===== config.mk =====
export PLATFORM = sky130hd
export DESIGN_NAME = sram_axi_bridge_flat
export DESIGN_NICKNAME = d
export VERILOG_FILES = /design/src/rtl/sram_axi_bridge_if.sv /design/src/rtl/sram_axi_bridge.sv /design/src/flat_wrapper.sv
export SDC_FILE = /design/constraint.sdc
export NUM_CORES = 1
export LEC_CHECK = 0
export ABC_AREA = 1
export CORE_AREA = 5 5 145 147
export DETAILED_ROUTE_END_ITERATION = 8
export DIE_AREA = 0 0 150 152
export DONT_BUFFER_PORTS = 1
export MAX_ROUTING_LAYER = met4
export PLACE_DENSITY_LB_ADDON = 0.25
export SETUP_SLACK_MARGIN = 0.3
export SKIP_LAST_GASP = 1
export SLEW_MARGIN = 10
export SYNTH_ARGS = -nofsm -noshare
export SYNTH_HDL_FRONTEND = slang
export SYNTH_SLANG_ARGS = --single-unit

===== constraint.sdc =====
create_clock -name aclk -period 1.39 [get_ports aclk]
set_input_delay 0.139 -clock aclk [delete_from_list [all_inputs] [get_ports aclk]]
set_output_delay 0.139 -clock aclk [all_outputs]
set_load 0.02 [all_outputs]

===== src/rtl/sram_axi_bridge_if.sv =====
// rtl/sram_axi_bridge_if.sv - AXI3 single-beat bus bundle between the bridge and the system cache
interface sram_axi_bridge_if #(
    parameter int ID_W = 4
);
    logic [ID_W-1:0] arid;
    logic [31:0]     araddr;
    logic [3:0]      arlen;
    logic [2:0]      arsize;
    logic [1:0]      arburst;
    logic [1:0]      arlock;
    logic [3:0]      arcache;
    logic [2:0]      arprot;
    logic            arvalid;
    logic            arready;

    logic [ID_W-1:0] rid;
    logic [31:0]     rdata;
    logic [1:0]      rresp;
    logic            rlast;
    logic            rvalid;
    logic            rready;

    logic [ID_W-1:0] awid;
    logic [31:0]     awaddr;
    logic [3:0]      awlen;
    logic [2:0]      awsize;
    logic [1:0]      awburst;
    logic [1:0]      awlock;
    logic [3:0]      awcache;
    logic [2:0]      awprot;
    logic            awvalid;
    logic            awready;

    logic [ID_W-1:0] wid;
    logic [31:0]     wdata;
    logic [3:0]      wstrb;
    logic            wlast;
    logic            wvalid;
    logic            wready;

    logic [ID_W-1:0] bid;
    logic [1:0]      bresp;
    logic            bvalid;
    logic            bready;

    modport master (
        output arid, araddr, arlen, arsize, arburst, arlock, arcache, arprot, arvalid,
        input  arready,
        input  rid, rdata, rresp, rlast, rvalid,
        output rready,
        output awid, awaddr, awlen, awsize, awburst, awlock, awcache, awprot, awvalid,
        input  awready,
        output wid, wdata, wstrb, wlast, wvalid,
        input  wready,
        input  bid, bresp, bvalid,
        output bready
    );

    modport slave (
        input  arid, araddr, arlen, arsize, arburst, arlock, arcache, arprot, arvalid,
        output arready,
        output rid, rdata, rresp, rlast, rvalid,
        input  rready,
        input  awid, awaddr, awlen, awsize, awburst, awlock, awcache, awprot, awvalid,
        output awready,
        input  wid, wdata, wstrb, wlast, wvalid,
        output wready,
        output bid, bresp, bvalid,
        input  bready
    );
endinterface


===== src/rtl/sram_axi_bridge.sv =====
// rtl/sram_axi_bridge.sv - round-robin NUM_CH SRAM-like to single-beat AXI3 bridge
module sram_axi_bridge #(
    parameter int NUM_CH = 2,
    parameter int ID_W   = 4
) (
    input  logic                  aclk,
    input  logic                  aresetn,
    input  logic [NUM_CH-1:0]     ch_req,
    input  logic [NUM_CH-1:0]     ch_wr,
    input  logic [2*NUM_CH-1:0]   ch_size,
    input  logic [32*NUM_CH-1:0]  ch_addr,
    input  logic [32*NUM_CH-1:0]  ch_wdata,
    output logic [NUM_CH-1:0]     ch_addr_ok,
    output logic [NUM_CH-1:0]     ch_data_ok,
    output logic [31:0]           ch_rdata,
    output logic                  ch_err,
    sram_axi_bridge_if.master     axi
);
    localparam int CH_W = (NUM_CH > 1) ? $clog2(NUM_CH) : 1;

    typedef enum logic [2:0] {S_IDLE, S_AR, S_R, S_W, S_B} state_t;

    state_t          state;
    logic [CH_W-1:0] rr_ptr;
    logic [CH_W-1:0] cur_ch;
    logic [31:0]     cur_addr;
    logic [31:0]     cur_wdata;
    logic [1:0]      cur_size;
    logic            arvalid_r, rready_r, awvalid_r, wvalid_r, bready_r;

    logic [CH_W-1:0] gnt_idx;
    logic            gnt_valid;
    logic [CH_W:0]   scan_idx;
    logic [3:0]      wstrb_c;

    logic [31:0] addr_a  [NUM_CH];
    logic [31:0] wdata_a [NUM_CH];
    logic [1:0]  size_a  [NUM_CH];

    for (genvar i = 0; i < NUM_CH; i++) begin : g_unpack
        assign addr_a[i]  = ch_addr[32*i +: 32];
        assign wdata_a[i] = ch_wdata[32*i +: 32];
        assign size_a[i]  = ch_size[2*i +: 2];
    end

    // Round-robin search: first requester at or after rr_ptr, wrapping at NUM_CH
    always_comb begin
        gnt_valid = 1'b0;
        gnt_idx   = '0;
        scan_idx  = '0;
        for (int k = 0; k < NUM_CH; k++) begin
            scan_idx = {1'b0, rr_ptr} + (CH_W+1)'(k);
            if (scan_idx >= (CH_W+1)'(NUM_CH)) begin
                scan_idx = scan_idx - (CH_W+1)'(NUM_CH);
            end
            if (!gnt_valid && ch_req[scan_idx[CH_W-1:0]]) begin
                gnt_valid = 1'b1;
                gnt_idx   = scan_idx[CH_W-1:0];
            end
        end
    end

    // Acceptance is combinational so a requester sees addr_ok in its request cycle
    always_comb begin
        ch_addr_ok = '0;
        if (state == S_IDLE && gnt_valid) begin
            ch_addr_ok[gnt_idx] = 1'b1;
        end
    end

    // Byte-lane strobes from the latched size and low address bits
    always_comb begin
        case (cur_size)
            2'd0:    wstrb_c = 4'b0001 << cur_addr[1:0];
            2'd1:    wstrb_c = 4'b0011 << cur_addr[1:0];
            default: wstrb_c = 4'b1111;
        endcase
    end

    // Transaction FSM: one outstanding AXI transaction, registered handshake outputs
    always_ff @(posedge aclk or negedge aresetn) begin
        if (!aresetn) begin
            state      <= S_IDLE;
            rr_ptr     <= '0;
            cur_ch     <= '0;
            cur_addr   <= '0;
            cur_wdata  <= '0;
            cur_size   <= '0;
            arvalid_r  <= 1'b0;
            rready_r   <= 1'b0;
            awvalid_r  <= 1'b0;
            wvalid_r   <= 1'b0;
            bready_r   <= 1'b0;
            ch_data_ok <= '0;
            ch_err     <= 1'b0;
            ch_rdata   <= '0;
        end else begin
            ch_data_ok <= '0;
            case (state)
                S_IDLE: begin
                    if (gnt_valid) begin
                        cur_ch    <= gnt_idx;
                        cur_addr  <= addr_a[gnt_idx];
                        cur_wdata <= wdata_a[gnt_idx];
                        cur_size  <= size_a[gnt_idx];
                        rr_ptr    <= (gnt_idx == CH_W'(NUM_CH-1)) ? '0 : gnt_idx + CH_W'(1);
                        if (ch_wr[gnt_idx]) begin
                            state     <= S_W;
                            awvalid_r <= 1'b1;
                            wvalid_r  <= 1'b1;
                        end else begin
                            state     <= S_AR;
                            arvalid_r <= 1'b1;
                        end
                    end
                end
                S_AR: begin
                    if (axi.arready) begin
                        arvalid_r <= 1'b0;
                        rready_r  <= 1'b1;
                        state     <= S_R;
                    end
                end
                S_R: begin
                    if (axi.rvalid) begin
                        rready_r   <= 1'b0;
                        ch_rdata   <= axi.rdata;
                        ch_err     <= |axi.rresp;
                        ch_data_ok <= NUM_CH'(1) << cur_ch;
                        state      <= S_IDLE;
                    end
                end
                S_W: begin
                    if (axi.awready) awvalid_r <= 1'b0;
                    if (axi.wready)  wvalid_r  <= 1'b0;
                    if ((!awvalid_r || axi.awready) && (!wvalid_r || axi.wready)) begin
                        bready_r <= 1'b1;
                        state    <= S_B;
                    end
                end
                S_B: begin
                    if (axi.bvalid) begin
                        bready_r   <= 1'b0;
                        ch_err     <= |axi.bresp;
                        ch_data_ok <= NUM_CH'(1) << cur_ch;
                        state      <= S_IDLE;
                    end
                end
                default: state <= S_IDLE;
            endcase
        end
    end

    assign axi.arid    = ID_W'(cur_ch);
    assign axi.araddr  = cur_addr;
    assign axi.arlen   = 4'd0;
    assign axi.arsize  = {1'b0, cur_size};
    assign axi.arburst = 2'b01;
    assign axi.arlock  = 2'b00;
    assign axi.arcache = 4'd0;
    assign axi.arprot  = 3'd0;
    assign axi.arvalid = arvalid_r;
    assign axi.rready  = rready_r;

    assign axi.awid    = ID_W'(cur_ch);
    assign axi.awaddr  = cur_addr;
    assign axi.awlen   = 4'd0;
    assign axi.awsize  = {1'b0, cur_size};
    assign axi.awburst = 2'b01;
    assign axi.awlock  = 2'b00;
    assign axi.awcache = 4'd0;
    assign axi.awprot  = 3'd0;
    assign axi.awvalid = awvalid_r;

    assign axi.wid     = ID_W'(cur_ch);
    assign axi.wdata   = cur_wdata;
    assign axi.wstrb   = wstrb_c;
    assign axi.wlast   = 1'b1;
    assign axi.wvalid  = wvalid_r;
    assign axi.bready  = bready_r;

    // Response IDs and rlast are not needed with a single outstanding single-beat transaction
    logic unused_ok;
    assign unused_ok = &{1'b0, axi.rid, axi.rlast, axi.bid};
endmodule


===== src/flat_wrapper.sv =====
// flat-port wrapper written by rule: the top's interface ports become plain ports
module sram_axi_bridge_flat 
#(
    parameter int NUM_CH = 2,
    parameter int ID_W   = 4
)
  (aclk, aresetn, ch_req, ch_wr, ch_size, ch_addr, ch_wdata, ch_addr_ok, ch_data_ok, ch_rdata, ch_err, axi_arid, axi_araddr, axi_arlen, axi_arsize, axi_arburst, axi_arlock, axi_arcache, axi_arprot, axi_arvalid, axi_arready, axi_rid, axi_rdata, axi_rresp, axi_rlast, axi_rvalid, axi_rready, axi_awid, axi_awaddr, axi_awlen, axi_awsize, axi_awburst, axi_awlock, axi_awcache, axi_awprot, axi_awvalid, axi_awready, axi_wid, axi_wdata, axi_wstrb, axi_wlast, axi_wvalid, axi_wready, axi_bid, axi_bresp, axi_bvalid, axi_bready);
  sram_axi_bridge_if #(.ID_W(ID_W)) axi_i ();
  input  logic aclk;
  input  logic aresetn;
  input  logic [NUM_CH-1:0] ch_req;
  input  logic [NUM_CH-1:0] ch_wr;
  input  logic [2*NUM_CH-1:0] ch_size;
  input  logic [32*NUM_CH-1:0] ch_addr;
  input  logic [32*NUM_CH-1:0] ch_wdata;
  output logic [NUM_CH-1:0] ch_addr_ok;
  output logic [NUM_CH-1:0] ch_data_ok;
  output logic [31:0] ch_rdata;
  output logic ch_err;
  output wire logic [$bits(axi_i.arid)-1:0] axi_arid;
  output wire logic [$bits(axi_i.araddr)-1:0] axi_araddr;
  output wire logic [$bits(axi_i.arlen)-1:0] axi_arlen;
  output wire logic [$bits(axi_i.arsize)-1:0] axi_arsize;
  output wire logic [$bits(axi_i.arburst)-1:0] axi_arburst;
  output wire logic [$bits(axi_i.arlock)-1:0] axi_arlock;
  output wire logic [$bits(axi_i.arcache)-1:0] axi_arcache;
  output wire logic [$bits(axi_i.arprot)-1:0] axi_arprot;
  output wire logic [$bits(axi_i.arvalid)-1:0] axi_arvalid;
  input wire logic [$bits(axi_i.arready)-1:0] axi_arready;
  input wire logic [$bits(axi_i.rid)-1:0] axi_rid;
  input wire logic [$bits(axi_i.rdata)-1:0] axi_rdata;
  input wire logic [$bits(axi_i.rresp)-1:0] axi_rresp;
  input wire logic [$bits(axi_i.rlast)-1:0] axi_rlast;
  input wire logic [$bits(axi_i.rvalid)-1:0] axi_rvalid;
  output wire logic [$bits(axi_i.rready)-1:0] axi_rready;
  output wire logic [$bits(axi_i.awid)-1:0] axi_awid;
  output wire logic [$bits(axi_i.awaddr)-1:0] axi_awaddr;
  output wire logic [$bits(axi_i.awlen)-1:0] axi_awlen;
  output wire logic [$bits(axi_i.awsize)-1:0] axi_awsize;
  output wire logic [$bits(axi_i.awburst)-1:0] axi_awburst;
  output wire logic [$bits(axi_i.awlock)-1:0] axi_awlock;
  output wire logic [$bits(axi_i.awcache)-1:0] axi_awcache;
  output wire logic [$bits(axi_i.awprot)-1:0] axi_awprot;
  output wire logic [$bits(axi_i.awvalid)-1:0] axi_awvalid;
  input wire logic [$bits(axi_i.awready)-1:0] axi_awready;
  output wire logic [$bits(axi_i.wid)-1:0] axi_wid;
  output wire logic [$bits(axi_i.wdata)-1:0] axi_wdata;
  output wire logic [$bits(axi_i.wstrb)-1:0] axi_wstrb;
  output wire logic [$bits(axi_i.wlast)-1:0] axi_wlast;
  output wire logic [$bits(axi_i.wvalid)-1:0] axi_wvalid;
  input wire logic [$bits(axi_i.wready)-1:0] axi_wready;
  input wire logic [$bits(axi_i.bid)-1:0] axi_bid;
  input wire logic [$bits(axi_i.bresp)-1:0] axi_bresp;
  input wire logic [$bits(axi_i.bvalid)-1:0] axi_bvalid;
  output wire logic [$bits(axi_i.bready)-1:0] axi_bready;
  assign axi_arid = axi_i.arid;
  assign axi_araddr = axi_i.araddr;
  assign axi_arlen = axi_i.arlen;
  assign axi_arsize = axi_i.arsize;
  assign axi_arburst = axi_i.arburst;
  assign axi_arlock = axi_i.arlock;
  assign axi_arcache = axi_i.arcache;
  assign axi_arprot = axi_i.arprot;
  assign axi_arvalid = axi_i.arvalid;
  assign axi_i.arready = axi_arready;
  assign axi_i.rid = axi_rid;
  assign axi_i.rdata = axi_rdata;
  assign axi_i.rresp = axi_rresp;
  assign axi_i.rlast = axi_rlast;
  assign axi_i.rvalid = axi_rvalid;
  assign axi_rready = axi_i.rready;
  assign axi_awid = axi_i.awid;
  assign axi_awaddr = axi_i.awaddr;
  assign axi_awlen = axi_i.awlen;
  assign axi_awsize = axi_i.awsize;
  assign axi_awburst = axi_i.awburst;
  assign axi_awlock = axi_i.awlock;
  assign axi_awcache = axi_i.awcache;
  assign axi_awprot = axi_i.awprot;
  assign axi_awvalid = axi_i.awvalid;
  assign axi_i.awready = axi_awready;
  assign axi_wid = axi_i.wid;
  assign axi_wdata = axi_i.wdata;
  assign axi_wstrb = axi_i.wstrb;
  assign axi_wlast = axi_i.wlast;
  assign axi_wvalid = axi_i.wvalid;
  assign axi_i.wready = axi_wready;
  assign axi_i.bid = axi_bid;
  assign axi_i.bresp = axi_bresp;
  assign axi_i.bvalid = axi_bvalid;
  assign axi_bready = axi_i.bready;
  sram_axi_bridge #(.NUM_CH(NUM_CH), .ID_W(ID_W)) u_core (.aclk(aclk), .aresetn(aresetn), .ch_req(ch_req), .ch_wr(ch_wr), .ch_size(ch_size), .ch_addr(ch_addr), .ch_wdata(ch_wdata), .ch_addr_ok(ch_addr_ok), .ch_data_ok(ch_data_ok), .ch_rdata(ch_rdata), .ch_err(ch_err), .axi(axi_i));
endmodule

Word level (Yosys, flattened, before mapping) --
Cells that the tools add are included.
Word-level totals: logic and storage cells 125, input bits 188, bits in registers 111
Cells by class: equality and inequality tests 14, bitwise gates (word level) 1, shifts and indexed selects 3, reduce and logical (&&, ||, !) cells 27, $lt $le $gt $ge 7, $add $sub $neg 4, multiplexer cells 55
Operator list (count):
- 32-bit 2-to-1 mux | 6
- 1-bit 2-to-1 mux | 27
- 3-bit 2-to-1 mux | 5
- 3-bit one-hot mux with 5 select lines | 1
- 2-bit 2-to-1 mux | 7
- 2-bit != test, second input constant | 7
- 1-bit one-hot mux with 2 select lines | 6
- 4-bit AND reduction | 3
- 2-bit nonzero test | 5
- 3-bit AND reduction | 3
- 4-bit one-hot mux with 2 select lines | 1
- 3-bit by 2-bit == test with 1-bit output, second input constant | 2
- 1-bit by 2-bit less-than comparator with 1-bit output, second input constant | 3
- 5-bit AND reduction | 1
- 2-bit >= comparator, second input constant | 2
- 1-bit logical AND | 4
- 2-bit by 1-bit != test with 1-bit output, second input constant | 2
- 2-bit one-hot mux with 2 select lines | 1
- 2-bit AND reduction | 2
- 2-bit OR reduction | 2
- 1-bit by 2-bit left shift with 4-bit output, first input constant | 1
- 2-bit by 2-bit left shift with 4-bit output, first input constant | 1
- 3-bit by 1-bit == test with 1-bit output, second input constant | 1
- 3-bit == test, second input constant | 1
- 13 further kinds | 17

Logic depth before layout (Yosys ltp) --
Gate-level depths: netlist (run 1).
depth after elaboration 13, depth in mapped cells 10, mapped depth without buffers 9

Worst setup path after synthesis (run 1) --
No wires, ideal clock.
path type register -> register, from register u_core.state[2], to register u_core.cur_size[0], required time 1.266 ns, library setup time 0.124 ns, path slack 0.034 ns, buffers on the path 2, cell stages (with the launch flop) 9, period minus slack after synthesis 1.356 ns, arrival 1.232 ns, cells stage by stage dfrtp_1 -> nor2_4 -> nand2_1 -> inv_2 -> nand2_2 -> buf_4 -> buf_2 -> nand2_1 -> nand3_1
Between the ends: longest elaborated chain between the ends 2
RTL lines:
- from (decl) | RTL line sram_axi_bridge.sv:23 | state_t state;
- from (signal assigned) | RTL line sram_axi_bridge.sv:83 | state <= S_IDLE;
- from (signal assigned) | RTL line sram_axi_bridge.sv:108 | state <= S_W;
- from (signal assigned) | RTL line sram_axi_bridge.sv:112 | state <= S_AR;
- 3-bit zero test | RTL line sram_axi_bridge.sv:99 | case (state)
- 2-bit AND reduction (no source line)
- to (signal assigned) | RTL line sram_axi_bridge.sv:105 | cur_size <= size_a[gnt_idx];
- to (decl) | RTL line sram_axi_bridge.sv:28 | logic [1:0] cur_size;
Every way passes these cells. A chain may end at the register's enable or synchronous reset.

Final worst setup path (run 1) --
from register u_core.state[2], to output port ch_addr_ok[0]
Between the ends: longest elaborated chain between the ends 3
RTL lines:
- 3-bit zero test | RTL line sram_axi_bridge.sv:66 | if (state == S_IDLE && gnt_valid) begin
- 1-bit logical AND | RTL line sram_axi_bridge.sv:66
- 2-bit 2-to-1 mux | RTL line sram_axi_bridge.sv:66
- to (decl) | RTL line flat_wrapper.sv:16 | output logic [NUM_CH-1:0] ch_addr_ok;
Every way passes these cells.

==> results of run 1 <==
[cell usage after synthesis]
master,n
nand2_1,322
dfrtp_1,111
buf_4,83
nand3_1,73
inv_1,19
buf_2,14
nor2_1,10
o21ai_0,10
buf_6,7
inv_2,5
nand4_1,3
nor2_4,3
o211ai_1,3
clkbuf_1,2
conb_1,2
a21oi_1,1
nand2_2,1
nor2_2,1
o21ai_2,1
o21bai_1,1
[sequential cells by signal, indices dropped and copies added, names as in the netlist]
name and count:
u_core.axi.rready 1, u_core.axi.awvalid 1, u_core.ch_rdata 32, u_core.axi.wvalid 1, u_core.ch_data_ok 2, u_core.axi.araddr 32, u_core.axi.arvalid 1, u_core.axi.bready 1
u_core.rr_ptr 1, u_core.axi.wdata 32, u_core.cur_ch 1, u_core.ch_err 1, u_core.state 3, u_core.cur_size 2
[worst max-delay path, stage by stage, from the launching register on]
cell and delay, ns:
dfrtp_2 0.43, nor2_4 0.12, nand2_2 0.07, inv_4 0.07, nand2_4 0.05, nor2_4 0.12
buf_12 0.12, buf_12 0.10
[power by group through the flow]
stage          registers [mW]  clock network, mW  logic [mW]
2_1_floorplan            7.60                  0        5.22
3_3_place_gp             8.48                  0        5.48
3_5_place_dp             8.45                  0        5.53
4_1_cts                  8.43               2.82        7.96
5_1_grt                  8.74               2.96        10.1
6_report                 8.57               2.72        9.33
[routing by layer]
layer	vias to the layer above	wire, µm	global-route usage
met2	316	10860	0.2968
li1	2361	-	-
met5	-	0	-
met1	2479	8097	0.1867
met4	0	543	0.06231
met3	41	1836	0.04945
[worst paths after layout]
kind                                  from                    end  slack, ns
max                        u_core.state[2]          ch_addr_ok[0]      -0.18
max reg2reg                u_core.state[2]   u_core.axi.araddr[6]      -0.16
min in group aclk               axi_bvalid        u_core.state[2]       0.06
min reg2reg                  u_core.rr_ptr          u_core.rr_ptr       0.53
min                                aresetn   u_core.axi.wdata[24]      -0.53
max in group asynchronous          aresetn  u_core.axi.araddr[11]       1.75
[through the flow]
stage	cell area, µm²	hold slack [ns]	total power, mW
2_1_floorplan	5622	-0.1566	12.82
3_3_place_gp	5505	-0.1530	13.95
3_5_place_dp	5505	-0.1526	13.98
4_1_cts	8159	-0.5466	19.21
5_1_grt	8765	-0.5547	21.82
6_report	8765	-0.5293	20.62
[layout make-up]
type                    instances  area [µm²]
well taps                     270       337.8
inverters                      24       100.1
clock buffers                  10       239.0
clock inverters                 5       63.81
fillers                      1842       11010
repair buffers                250        2960
multi-input cells             471        2245
flip-flops and latches        111        2819
[layout by cell type, fill, tap and decap left out]
master	instances
a21oi_4	1
buf_12	14
buf_16	9
buf_4	26
buf_6	18
buf_8	6
bufbuf_16	3
bufinv_16	1
clkbuf_16	16
clkbuf_8	1
clkinvlp_4	1
conb_1	42
dfrtp_1	78
dfrtp_2	33
dlygate4sd3_1	167
inv_1	11
inv_2	10
inv_4	2
inv_6	4
nand2_1	288
nand2_2	23
nand2_4	12
nand3_1	56
nand3_2	16
nand3_4	1
nand4_1	3
nor2_1	6
nor2_2	1
nor2_4	7
o211ai_1	3
o21ai_0	6
o21ai_2	2
o21ai_4	3
o21bai_1	1
[logic make-up after synthesis]
group	after synthesis
DFF	111
other	2
AOI/OAI and AO/OA	16
and+or+nand+nor	413
buffers and inverters	130
[repair_timing]
| item | in CTS | in global routing |
|---|---|---|
| resized for setup | 43 | 125 |
| gates cloned | 12 | 7 |
| setup buffers | 19 | 11 |
| hold endpoints to repair | 212 | 111 |
| pin swaps | 9 | 22 |
| endpoints found under the setup margin | 185 | 187 |
==> metrics, run 1 <==
IO buf count=0; Syn. warnings=0; largest cells by area after synthesis=dfrtp_1, nand2_1, buf_4; Final Max Tran Viols=0; Ports=379; vias=5197; Worst-path clk slew=0.08 ns; Die ar.=22800 µm²; die width=150 µm; Pint=10.93 mW; pre-CTS WS=0.006394 ns; simple logic cell fraction of the synthesized area=0.3090; pin count of the biggest net entering global routing=112; first-pass GRT wire length=29660 µm; switching share of power=0.4702; TritonCTS clock tree=yes; starting density of the core=0.2743; Flop pwr share=0.415; worst min path class=in2async; share of the synthesized area in the top cell type=0.5120; Synth Area in XOR/XNOR=0; Clock Power Share=0.132; drt first-iter violations=322; antenna viol nets, final=0; final setup fails=105; fmax=637.5 MHz; grt ovf=0; failing checks=negative hold slack, negative setup slack; vias in the first global route=5280; max-cap viol count=0; RSZ-0062 raised after global routing=yes; clock buffer depth=2; final net count=1055; post-route minimum period=1.569 ns; sequential fraction of the synthesis area=0.5120; Max H-tree Level=3; Final Hold Vio Count=111; initial antenna violation count=0; cell count of the worst reg-to-reg path=9; clk_lat worst skew=0.36 ns; CP Capture Type=output pin; status=finished with violations; Final GP Congestion=0.7909; Cell Pwr Density=2353 nW/µm²; hpwl dp=11630 µm; area grow syn2layout=61.55%; global-route usage over all layers=0.1718; largest family of logic cells by synthesized area=simple AND/OR/NAND/NOR gates; Core Util, Final=0.4431; Final WS setup=-0.1786 ns; average wire per standard cell=18.70 µm; arrival time at the worst endpoint=1.43 ns; Post-Syn Area=5425 µm²; WL final=21340 µm; area leader, netlist=dfrtp_1; Crit Path Max Fanout=3; FF+latch count, synth=111; adder-cell share of the synthesized area=0; Via density=4.555; startpoint type of the worst setup path=flip-flop; Req. time, crit path=1.25 ns; clock root buffer=clkbuf_16; layout cells sized above 1=0.2411; first drt pass iteration count=5; ANT cells=0; Distinct cells, synth=20; site row count=52; net switching power figure=9.695 mW; instance count of the mapped netlist=672; final hold slack=-0.5293 ns; dpl cells=910; DRC=0; Sink Count=111; Worst IR Drop VDD=1.790 mV; Chip Height=152 µm; final non-filler cell total=1141; P_leak=4.224 nW; CTS buffer count=9; Synth Area in Compound Gates=0.01730; post-synthesis mux area share=0; core area=19780 µm²; setup TNS=-7.551 ns; crit path kind=reg2out; period utilization=1.129; CTS Hold Bufs=167; Comb power frac=0.452; Syn Area/Cell=8.073 µm²; Fin Clk Skew=0.01310 ns
(Power assumes the default switching activity.)
==> run 2, diff against run 1 <==
Settings changed: CTS_CLUSTER_DIAMETER set to 60.
==> results of run 2 <==
Same layout as run 1: the final DEF is identical, and so are final timing and power.
==> run 3, diff against run 2 <==
Settings changed: CAP_MARGIN set to 20.
==> results of run 3 <==
Same layout as run 1: the final DEF is identical, and so are final timing and power.
